===== config.mk =====
export PLATFORM = sky130hd
export DESIGN_NAME = reg_r_flat
export DESIGN_NICKNAME = d
export VERILOG_FILES = /design/src/rtl/reg_r_pkg.sv /design/src/rtl/reg_r_if.sv /design/src/rtl/reg_r_mux3.sv /design/src/rtl/reg_r.sv /design/src/flat_wrapper.sv
export SDC_FILE = /design/constraint.sdc
export NUM_CORES = 1
export LEC_CHECK = 0
export ABC_CLOCK_PERIOD_IN_PS = 1680
export CORE_MARGIN = 2
export CORE_UTILIZATION = 36
export DETAILED_ROUTE_END_ITERATION = 10
export HOLD_SLACK_MARGIN = 0.02
export PLACE_DENSITY = 0.83
export SETUP_SLACK_MARGIN = 0.3
export SYNTH_ARGS = -nofsm -noshare
export SYNTH_HDL_FRONTEND = slang
export SYNTH_HIERARCHICAL = 1
export SYNTH_SLANG_ARGS = --single-unit

===== constraint.sdc =====
create_clock -name clk -period 1.68 [get_ports clk]
set_clock_uncertainty 0.1 [all_clocks]
set_input_delay 0.168 -clock clk [delete_from_list [all_inputs] [get_ports clk]]
set_output_delay 0.168 -clock clk [all_outputs]
set_load 0.02 [all_outputs]

===== src/rtl/reg_r_pkg.sv =====
// Shared CPU datapath package: data width and R source-select encodings.
// The muxR encodings must stay in step with the control unit decoder.
package reg_r_pkg;

    localparam int R_WIDTH = 8;

    typedef enum logic [1:0] {
        R_SRC_INBOX = 2'b00,
        R_SRC_MEM   = 2'b01,
        R_SRC_ALU   = 2'b10,
        R_SRC_NONE  = 2'b11
    } r_src_e;

    // True for select codes that name a real source.
    function automatic logic r_src_valid(input logic [1:0] sel);
        return (sel != R_SRC_NONE);
    endfunction

endpackage


===== src/rtl/reg_r_if.sv =====
// Bus between the control/datapath side and the R register.
// master drives sources and control and observes R; slave is the register.
interface reg_r_if #(
    parameter int WIDTH = reg_r_pkg::R_WIDTH
);
    logic [WIDTH-1:0] iInbox;
    logic [WIDTH-1:0] iAlu;
    logic [WIDTH-1:0] iMem;
    logic [1:0]       muxR;
    logic             wR;
    logic [WIDTH-1:0] R;
    logic             zero;
    logic             neg;

    modport master (
        output iInbox, iAlu, iMem, muxR, wR,
        input  R, zero, neg
    );

    modport slave (
        input  iInbox, iAlu, iMem, muxR, wR,
        output R, zero, neg
    );
endinterface


===== src/rtl/reg_r_mux3.sv =====
// Generic 3:1 mux reusable by other datapath registers.
// Code 3 selects nothing: output is forced to zero and o_vld drops so the
// consumer can suppress its write instead of loading a bogus value.
module mux3 #(
    parameter int WIDTH = 8
) (
    input  logic [1:0]       i_sel,
    input  logic [WIDTH-1:0] i_d0,
    input  logic [WIDTH-1:0] i_d1,
    input  logic [WIDTH-1:0] i_d2,
    output logic [WIDTH-1:0] o_y,
    output logic             o_vld
);

    // Pick the addressed input; reserved code yields zero, never X.
    always_comb begin
        o_y   = '0;
        o_vld = 1'b1;
        case (i_sel)
            2'd0:    o_y = i_d0;
            2'd1:    o_y = i_d1;
            2'd2:    o_y = i_d2;
            default: o_vld = 1'b0;
        endcase
    end

endmodule


===== src/rtl/reg_r.sv =====
// R (hand) register of the HRM CPU datapath. Loads inbox/mem/ALU data on a
// write-enabled rising edge and exposes zero/negative flags for jumps.
module reg_r
    import reg_r_pkg::*;
#(
    parameter int WIDTH = R_WIDTH
) (
    input  logic    clk,
    input  logic    rst,
    reg_r_if.slave  bus
);

    logic [WIDTH-1:0] w_sel;
    logic             w_sel_vld;
    logic             w_load;
    logic [WIDTH-1:0] r_val;

    // Input ordering follows the muxR encoding: d0=INBOX, d1=MEM, d2=ALU.
    mux3 #(.WIDTH(WIDTH)) u_src_mux (
        .i_sel (bus.muxR),
        .i_d0  (bus.iInbox),
        .i_d1  (bus.iMem),
        .i_d2  (bus.iAlu),
        .o_y   (w_sel),
        .o_vld (w_sel_vld)
    );

    // A write aimed at the reserved select is dropped, so R simply holds.
    assign w_load = bus.wR & w_sel_vld & r_src_valid(bus.muxR);

    // Register update; reset clears immediately and masks clock edges.
    always_ff @(posedge clk or posedge rst) begin
        if (rst)
            r_val <= '0;
        else if (w_load)
            r_val <= w_sel;
    end

    assign bus.R    = r_val;
    assign bus.zero = (r_val == '0);
    assign bus.neg  = r_val[WIDTH-1];

endmodule


===== src/flat_wrapper.sv =====
// flat-port wrapper written by rule: the top's interface ports become plain ports
module reg_r_flat import reg_r_pkg::*;
#(
    parameter int WIDTH = R_WIDTH
)
  (clk, rst, bus_iInbox, bus_iAlu, bus_iMem, bus_muxR, bus_wR, bus_R, bus_zero, bus_neg);
  reg_r_if #(.WIDTH(WIDTH)) bus_i ();
  input  logic clk;
  input  logic rst;
  input wire logic [$bits(bus_i.iInbox)-1:0] bus_iInbox;
  input wire logic [$bits(bus_i.iAlu)-1:0] bus_iAlu;
  input wire logic [$bits(bus_i.iMem)-1:0] bus_iMem;
  input wire logic [$bits(bus_i.muxR)-1:0] bus_muxR;
  input wire logic [$bits(bus_i.wR)-1:0] bus_wR;
  output wire logic [$bits(bus_i.R)-1:0] bus_R;
  output wire logic [$bits(bus_i.zero)-1:0] bus_zero;
  output wire logic [$bits(bus_i.neg)-1:0] bus_neg;
  assign bus_i.iInbox = bus_iInbox;
  assign bus_i.iAlu = bus_iAlu;
  assign bus_i.iMem = bus_iMem;
  assign bus_i.muxR = bus_muxR;
  assign bus_i.wR = bus_wR;
  assign bus_R = bus_i.R;
  assign bus_zero = bus_i.zero;
  assign bus_neg = bus_i.neg;
  reg_r #(.WIDTH(WIDTH)) u_core (.clk(clk), .rst(rst), .bus(bus_i));
endmodule

# Word-level counts from Yosys, hierarchy flattened
# Index checks and enable logic that the tools add are counted.
[op_classes] n_addsub=0 multipliers=0 div_mod_pow=0 order_cmp=0 n_eq_ne=3 shifts=0 muxes=2 bitwise_logic=2 reduce_logical=3
[op_table] cell="one-hot mux 8 bit (3 select lines)" count=1
[op_table] cell="zero test 8 bit" count=1
[op_table] cell="OR reduction 3 bit" count=1
[op_table] cell="AND 1 bit" count=2
[op_table] cell="equality test 2 x 1 -> 1 bit (second input constant)" count=1
[op_table] cell="equality test 2 bit (second input constant)" count=1
[op_table] cell="zero test 2 bit" count=1
[op_table] cell="!= test 2 bit (second input constant)" count=1
[op_table] cell="2-to-1 mux 1 bit" count=1
[totals] register_bits=8 latch_bits=0 mem_bits_rw=0 romBits=0 inputBits=29 output_inout_bits=10 word_cells=11 mem_count=0

# Longest topological paths before layout
# Gate-level depths: netlist of run 1.
[depth] depth_word=5 mapped_depth=5

# By module
# Netlist of run 1, hierarchy kept.
[modules_own_cells] module="reg_r" n_inst=1 cells_each=23 area_each_um2=340.3 seq_area_each_um2=200.2
[modules_own_cells] module="mux3" n_inst=1 cells_each=21 area_each_um2=205.2 seq_area_each_um2=0.0

# Worst setup path after synthesis of run 1
# No wires, ideal clock.
[synth_path] path_kind="register to output" from="reg u_core.r_val[2] (netlist: u_core/bus.R[2])" to="out bus_zero" arrival_ns=1.279 required_time_ns=1.412 path_slack_ns=0.133 path_stages_with_launch=3 path_buffers=0 path_cell_list="dfrtp_1 > or4_1 > nor2_1"
[synth_between] elab_chain_cells=1
[synth_lines] item="from (decl)" line="reg_r.sv:16" source="logic [WIDTH-1:0] r_val;"
[synth_lines] item="from (signal assigned)" line="reg_r.sv:36" source="r_val <= w_sel;"
[synth_lines] item="zero test 8 bit" line="reg_r.sv:40" source="assign bus.zero = (r_val == '0);"
[synth_lines] item="to (decl)" line="flat_wrapper.sv:16" source="output wire logic [$bits(bus_i.zero)-1:0] bus_zero;"
# Every way passes these cells.

# Worst setup path in the final report of run 1
# Same ends and word-level chain as after synthesis.

==> results.json, run 1 <==
{
  "period_needed_ns": 1.659,
  "finalSetupViolations": 0,
  "cts_made_buffers": 3,
  "drt_iter0_drc": 2,
  "crit_path_start_kind": "register",
  "drive_above_1_share_pct": 35.05,
  "n_fill_cell": 104,
  "synth.distinct_cells": 13,
  "finalMaxSlewViolations": 0,
  "dp_cells": 107,
  "clkLatencyLatePin_ns": 0.25,
  "path_delay_family": "simple AND/OR/NAND/NOR gates",
  "yosysSeqAreaShare_pct": 36.70,
  "num_rows": 14,
  "die-area_mm2": 0.001843,
  "crit_buf_inv": 1,
  "grt_pass1_wl_um": 2691,
  "n_antenna_cell": 0,
  "hold_viol": 0,
  "grt_max_degree": 9,
  "syn-cell-area_um2": 545.5,
  "grt-ovfl-total": 0,
  "relSlewSlack_pct": 81.45,
  "path_max_fanout": 2,
  "final_util_pct": 74.01,
  "dr.pass1.iters": 2,
  "post_drt_wl_per_cell_um": 14.36,
  "ys_seq_elements": 8,
  "yosys-top-cells-count": "dfrtp_1, mux2_2, mux2i_1, o2bb2ai_1",
  "cp_slowest_cell": "or4_4",
  "clock_sinks": 8,
  "period_share_pct": 98.75,
  "nets": 127,
  "crit_path_end_kind": "output pin",
  "clk_pin_slew_worst_paths_ns": 0.05,
  "boundaryPins": 39,
  "worst_pin_slew_ns": 0.2779,
  "max_freq_mhz": 602.7,
  "drc": 0,
  "ctsHoldBuffers": 0,
  "hold_class": "primary input to async pin",
  "p_per_area_mw_per_mm2": 737.0,
  "yosysTopAreaCell": "dfrtp_1",
  "critPathRequiredTime_ns": 1.41,
  "status": "complete, no violations",
  "die_height_um": 42.93,
  "h-tree-depth": 1,
  "io_buffers": 38,
  "clk_path_buf_depth": 2,
  "ant_nets": 0,
  "synth_edf_count": 0,
  "vias": 547,
  "cp_data_arrival_time_ns": 1.39,
  "post_drt_via_cell_ratio": 4.841,
  "power.leakage_nw": 0.4993,
  "async_flop_share_pct": 100.0,
  "ir_drop_mv": 0.4975,
  "cts-root-buf": "clkbuf_4",
  "cpPeakStageDelay_ns": 0.54,
  "syn2layout_area_growth_pct": 97.25,
  "drt_wl_total_um": 1623,
  "antenna_found_initial": 0,
  "cts_tree": "built",
  "die_w_um": 42.93,
  "largest_reg_flops": 8,
  "synth_area_leaders": "dfrtp_1, mux2_2, mux2i_1",
  "yosysWarnings": 6,
  "dp_hpwl_um": 1323,
  "instances_no_fill": 113,
  "gp_congestion": 0.7422,
  "synth_flop_cell": "dfrtp_1",
  "crit_type": "register to output pin",
  "start_util_pct": 37.52,
  "syn-num-nets": 73,
  "synth_top_area_share_pct": 36.70,
  "grt_pass1_vias": 598,
  "crit_chain": "or4_4, nor2_4, buf_6",
  "rsz0062_at_grt": "true",
  "cap_violations": 0,
  "syn_avg_cell_area_um2": 12.40,
  "core_mm2": 0.001454,
  "postSynthCellCount": 44,
  "track_usage_pct": 19.91
}
placed cells by master, fill, tap and decap left out, types with 2 or more instances in the layout:
cell,Yosys,final
buf_4,1,13
buf_6,2,2
clkbuf_4,0,3
clkdlybuf4s15_1,0,4
clkdlybuf4s50_1,0,26
dfrtp_1,8,7
dlygate4sd2_1,0,5
mux2_2,8,5
mux2_4,0,3
mux2i_1,8,8
nand2_1,2,2
o2bb2ai_1,8,8
or4_4,0,2
logic make-up after synthesis:
logic type             share of synthesized area (%)
muxes                                          31.19
AOI/OAI and AO/OA                              15.83
DFF                                            36.70
and+or+nand+nor                                7.338
buffers and inverters                          8.944
layer usage:
metal	global-route usage, %	vias to the layer above	wire length [um]
met5	0	-	0
met4	7.500	0	16
met3	6.809	2	179
met2	32.12	25	759
met1	24.27	248	668
li1	-	272	-
through the flow:
stage	hold WS [ns]	power [mW]	cell area (um^2)	worst slack, ns	setup TNS (ns)
6_report	0.04670	0.7930	1076	0.02093	0
5_1_grt	0.06320	0.8451	1076	-0.04772	-0.04772
4_1_cts	0.04650	0.7917	1065	0.007445	0
3_5_place_dp	0.3153	0.6486	1015	-0.2380	-0.4686
3_3_place_gp	0.3158	0.6391	1015	-0.2188	-0.2252
2_1_floorplan	-0.1164	0.4276	561.8	0.2485	0
timing repair:
item / CTS / global route
setup endpoints to repair: 18 / 14
setup buffers: 1 / 1
pin swaps: 3 / 0
gates resized for setup: 20 / 7
cell type report:
| type | instances | area [um^2] | area share [%] |
|---|---|---|---|
| clock buffer | 4 | 26.28 | 2.442 |
| inverter | 1 | 3.754 | 0.3488 |
| multi-input combinational | 31 | 322.8 | 30.00 |
| tap | 16 | 20.02 | 1.860 |
| timing repair buffer | 53 | 501.7 | 46.63 |
| sequential | 8 | 201.4 | 18.72 |
where the power goes:
| group | internal, mW | leakage [nW] | total, mW | switching, mW |
|---|---|---|---|---|
| sequential | 0.230 | 0.0986 | 0.249 | 0.0190 |
| combinational | 0.234 | 0.386 | 0.393 | 0.159 |
| clock | 0.0905 | 0.0150 | 0.151 | 0.0607 |
worst paths after layout:
| check | start | end | slack [ns] | depth (start not counted) |
|---|---|---|---|---|
| worst max-delay path | u_core/bus.R[2] | bus_zero | 0.02 | 3 |
| worst min-delay path | rst | u_core/bus.R[6] | 0.05 | 2 |
| worst max register to register | u_core/bus.R[1] | u_core/bus.R[1] | 0.59 | 3 |
| worst min register to register | u_core/bus.R[4] | u_core/bus.R[4] | 0.50 | 2 |
| max in group asynchronous | rst | u_core/bus.R[5] | 1.20 | 2 |
| min in group clk | bus_muxR[1] | u_core/bus.R[0] | 0.42 | 4 |
No activity file was read; power rests on OpenSTA's default activity.
==> run 2, diff against run 1 <==
--- a/config.mk
+++ b/config.mk
@@ -5,6 +5,7 @@
 export SDC_FILE = /design/constraint.sdc
 export NUM_CORES = 1
 export LEC_CHECK = 0
+export ABC_AREA = 1
 export ABC_CLOCK_PERIOD_IN_PS = 1680
 export CORE_MARGIN = 2
 export CORE_UTILIZATION = 36
@@ -14,5 +15,4 @@
 export SETUP_SLACK_MARGIN = 0.3
 export SYNTH_ARGS = -nofsm -noshare
 export SYNTH_HDL_FRONTEND = slang
-export SYNTH_HIERARCHICAL = 1
 export SYNTH_SLANG_ARGS = --single-unit
==> constraint.sdc (replaced) <==
create_clock -name clk -period 1.68 [get_ports clk]
set_clock_uncertainty 0.1 [all_clocks]
set_input_delay 0.252 -clock clk [delete_from_list [all_inputs] [get_ports clk]]
set_output_delay 0.252 -clock clk [all_outputs]
set_load 0.02 [all_outputs]
==> results.json, run 2 <==
{
  "hold_viol": 0,
  "grt-ovfl-total": 0,
  "relSlewSlack_pct": 80.41,
  "p_clk_share_pct": 23.1,
  "critPathRequiredTime_ns": 1.33,
  "power_frac_seq_pct": 37.1,
  "num_rows": 14,
  "synth_flop_cell": "dfrtp_1",
  "nets": 154,
  "power.share.switching_pct": 32.87,
  "track_usage_pct": 18.61,
  "hold_class": "primary input to async pin",
  "synth.distinct_cells": 11,
  "finalSetupViolations": 0,
  "synth_area_leaders": "dfrtp_1, nand2_1, nand3_1",
  "syn-num-nets": 109,
  "rsz0062_at_grt": "true",
  "dp_hpwl_um": 1269,
  "h-tree-depth": 1,
  "cap_violations": 0,
  "drt_iter0_drc": 24,
  "dr.pass1.iters": 4,
  "vias": 706,
  "synth_edf_count": 0,
  "cp_slowest_cell": "dfrtp_1",
  "clk_path_buf_depth": 2,
  "grt_pass1_vias": 621,
  "n_antenna_cell": 0,
  "timing.rr.end": "u_core.bus.R[2]",
  "cp_data_arrival_time_ns": 1.03,
  "pwr-share-comb_pct": 39.8,
  "worstRegToRegCells": 2,
  "path_delay_family": "flip-flops",
  "postSynthCellCount": 80,
  "synth_most_common_cell": "nand2_1",
  "ir_drop_mv": 0.2659,
  "synth_top_area_share_pct": 36.70,
  "yosysSeqAreaShare_pct": 36.70,
  "finalSetupTns_ns": 0,
  "yosysTopAreaCell": "dfrtp_1",
  "grt_pass1_wl_um": 2546,
  "drive_above_1_share_pct": 12.20,
  "status": "complete, no violations",
  "die-area_mm2": 0.001843,
  "post_drt_wl_per_cell_um": 10.95,
  "n_fill_cell": 137,
  "antenna_found_initial": 0,
  "io_buffers": 38,
  "gp_congestion": 0.7547,
  "crit_path_start_kind": "register",
  "p_int_uw": 429.1,
  "cts-root-buf": "clkbuf_4",
  "boundaryPins": 39,
  "final_cell_mix": "nand2_1, clkdlybuf4s50_1, nand3_1",
  "cts_tree": "built",
  "cts_made_buffers": 3,
  "post_drt_via_cell_ratio": 5.079,
  "start_util_pct": 37.52,
  "async_flop_share_pct": 100.0,
  "r2r_slack_ns": 0.94,
  "rr_startpoint": "u_core.bus.R[2]",
  "path_max_fanout": 3,
  "largest_reg_flops": 8,
  "cpPeakStageDelay_ns": 0.39,
  "worst_pin_slew_ns": 0.2935,
  "yosys-top-cells-count": "nand2_1, nand3_1, dfrtp_1, nor2_1",
  "crit_chain": "nor2_1, nand2_1, nor2_2, buf_4",
  "period_needed_ns": 1.386,
  "ant_nets": 0,
  "mostFrequentLayoutCell": "nand2_1",
  "dp_cells": 136,
  "crit_type": "register to output pin",
  "p_switching_uw": 210.1,
  "clk_pin_slew_worst_paths_ns": 0.05,
  "die_height_um": 42.93,
  "ctsHoldBuffers": 0,
  "yosysWarnings": 0,
  "ys_seq_elements": 8,
  "syn_avg_cell_area_um2": 6.819,
  "p_per_area_mw_per_mm2": 659.2,
  "instances_no_fill": 139,
  "die_w_um": 42.93,
  "crit_path_end_kind": "output pin",
  "drc": 0,
  "syn2layout_area_growth_pct": 77.75,
  "syn-cell-area_um2": 545.5,
  "clkLatencyLatePin_ns": 0.26,
  "drt_wl_total_um": 1522,
  "clock_sinks": 8,
  "core_mm2": 0.001454,
  "grt_max_degree": 10,
  "max_freq_mhz": 721.5,
  "crit_buf_inv": 1,
  "power.leakage_nw": 0.4833,
  "finalMaxSlewViolations": 0,
  "period_share_pct": 82.49
}
## run 2: cell count changes after synthesis, moves of 2 or more
cell,change
o2bb2ai_1,-8
mux2_2,-8
or4_1,-2
mux2i_1,-8
nand2_1,+32
nand3_1,+24
nor2_1,+4
inv_4,+2
## run 2: layout make-up
class	instances	area, um^2	area share [%]
flip-flops and latches	8	200.2	20.65
clock buffers	3	22.52	2.323
inverters	4	25.02	2.581
repair buffers	43	405.4	41.81
multi-input cells	65	296.5	30.58
well taps	16	20.02	2.065
## run 2: how the worst max path moves through the flow
stage / slack, ns / cells past startpoint / startpoint / endpoint
after detailed placement: 0.06 / 7 / bus_muxR[1] / u_core.bus.R[1]
after CTS: 0.1 / 4 / u_core.bus.R[6] / bus_zero
final: 0.29 / 4 / u_core.bus.R[6] / bus_zero
after global routing: 0.18 / 4 / u_core.bus.R[4] / bus_zero
after floorplan: 0.41 / 3 / u_core.bus.R[5] / bus_zero
after global placement: 0.10 / 7 / bus_muxR[1] / u_core.bus.R[6]
## run 2: per-layer routing
metal	wire length, um	global-route usage (%)
met5	0	0
met4	31	9.375
met3	126	3.830
met2	779	30.61
met1	585	22.69
## run 2: timing repair
item | in CTS | in global routing
endpoints found under the setup margin | 10 | 5
setup buffers | 0 | 0
gates cloned | 0 | 0
resized for setup | 10 | 6
pin swaps | 0 | 1
## run 2: power by group through the flow
stage	Clock [mW]	Sequential [mW]	Combinational [mW]
after detailed placement	0	0.241	0.274
after CTS	0.155	0.237	0.253
after global placement	0	0.240	0.270
after global routing	0.170	0.240	0.276
after floorplan	0	0.271	0.0967
final	0.148	0.237	0.255
## run 2: through the flow
stage / power (mW) / util, % / setup slack [ns] / hold slack [ns] / instance area, um^2
floorplan: 0.3681 / - / 0.4127 / -0.03234 / 545.5
global placement: 0.5106 / 65.83 / 0.1048 / 0.3848 / 957.2
detailed placement: 0.5154 / 65.83 / 0.06010 / 0.3950 / 957.2
CTS: 0.6446 / 66.52 / 0.09815 / 0.1425 / 967.2
global route: 0.6864 / 66.70 / 0.1785 / 0.1646 / 969.7
finish: 0.6392 / 66.70 / 0.2941 / 0.1372 / 969.7
## run 2: cell families after synthesis
group / count (synthesis) / synth area share (%)
AND/OR/NAND/NOR: 64 / 50.92
flip-flops: 8 / 36.70
buffers and inverters: 7 / 9.402
AO/OA/AOI/OAI: 1 / 2.982
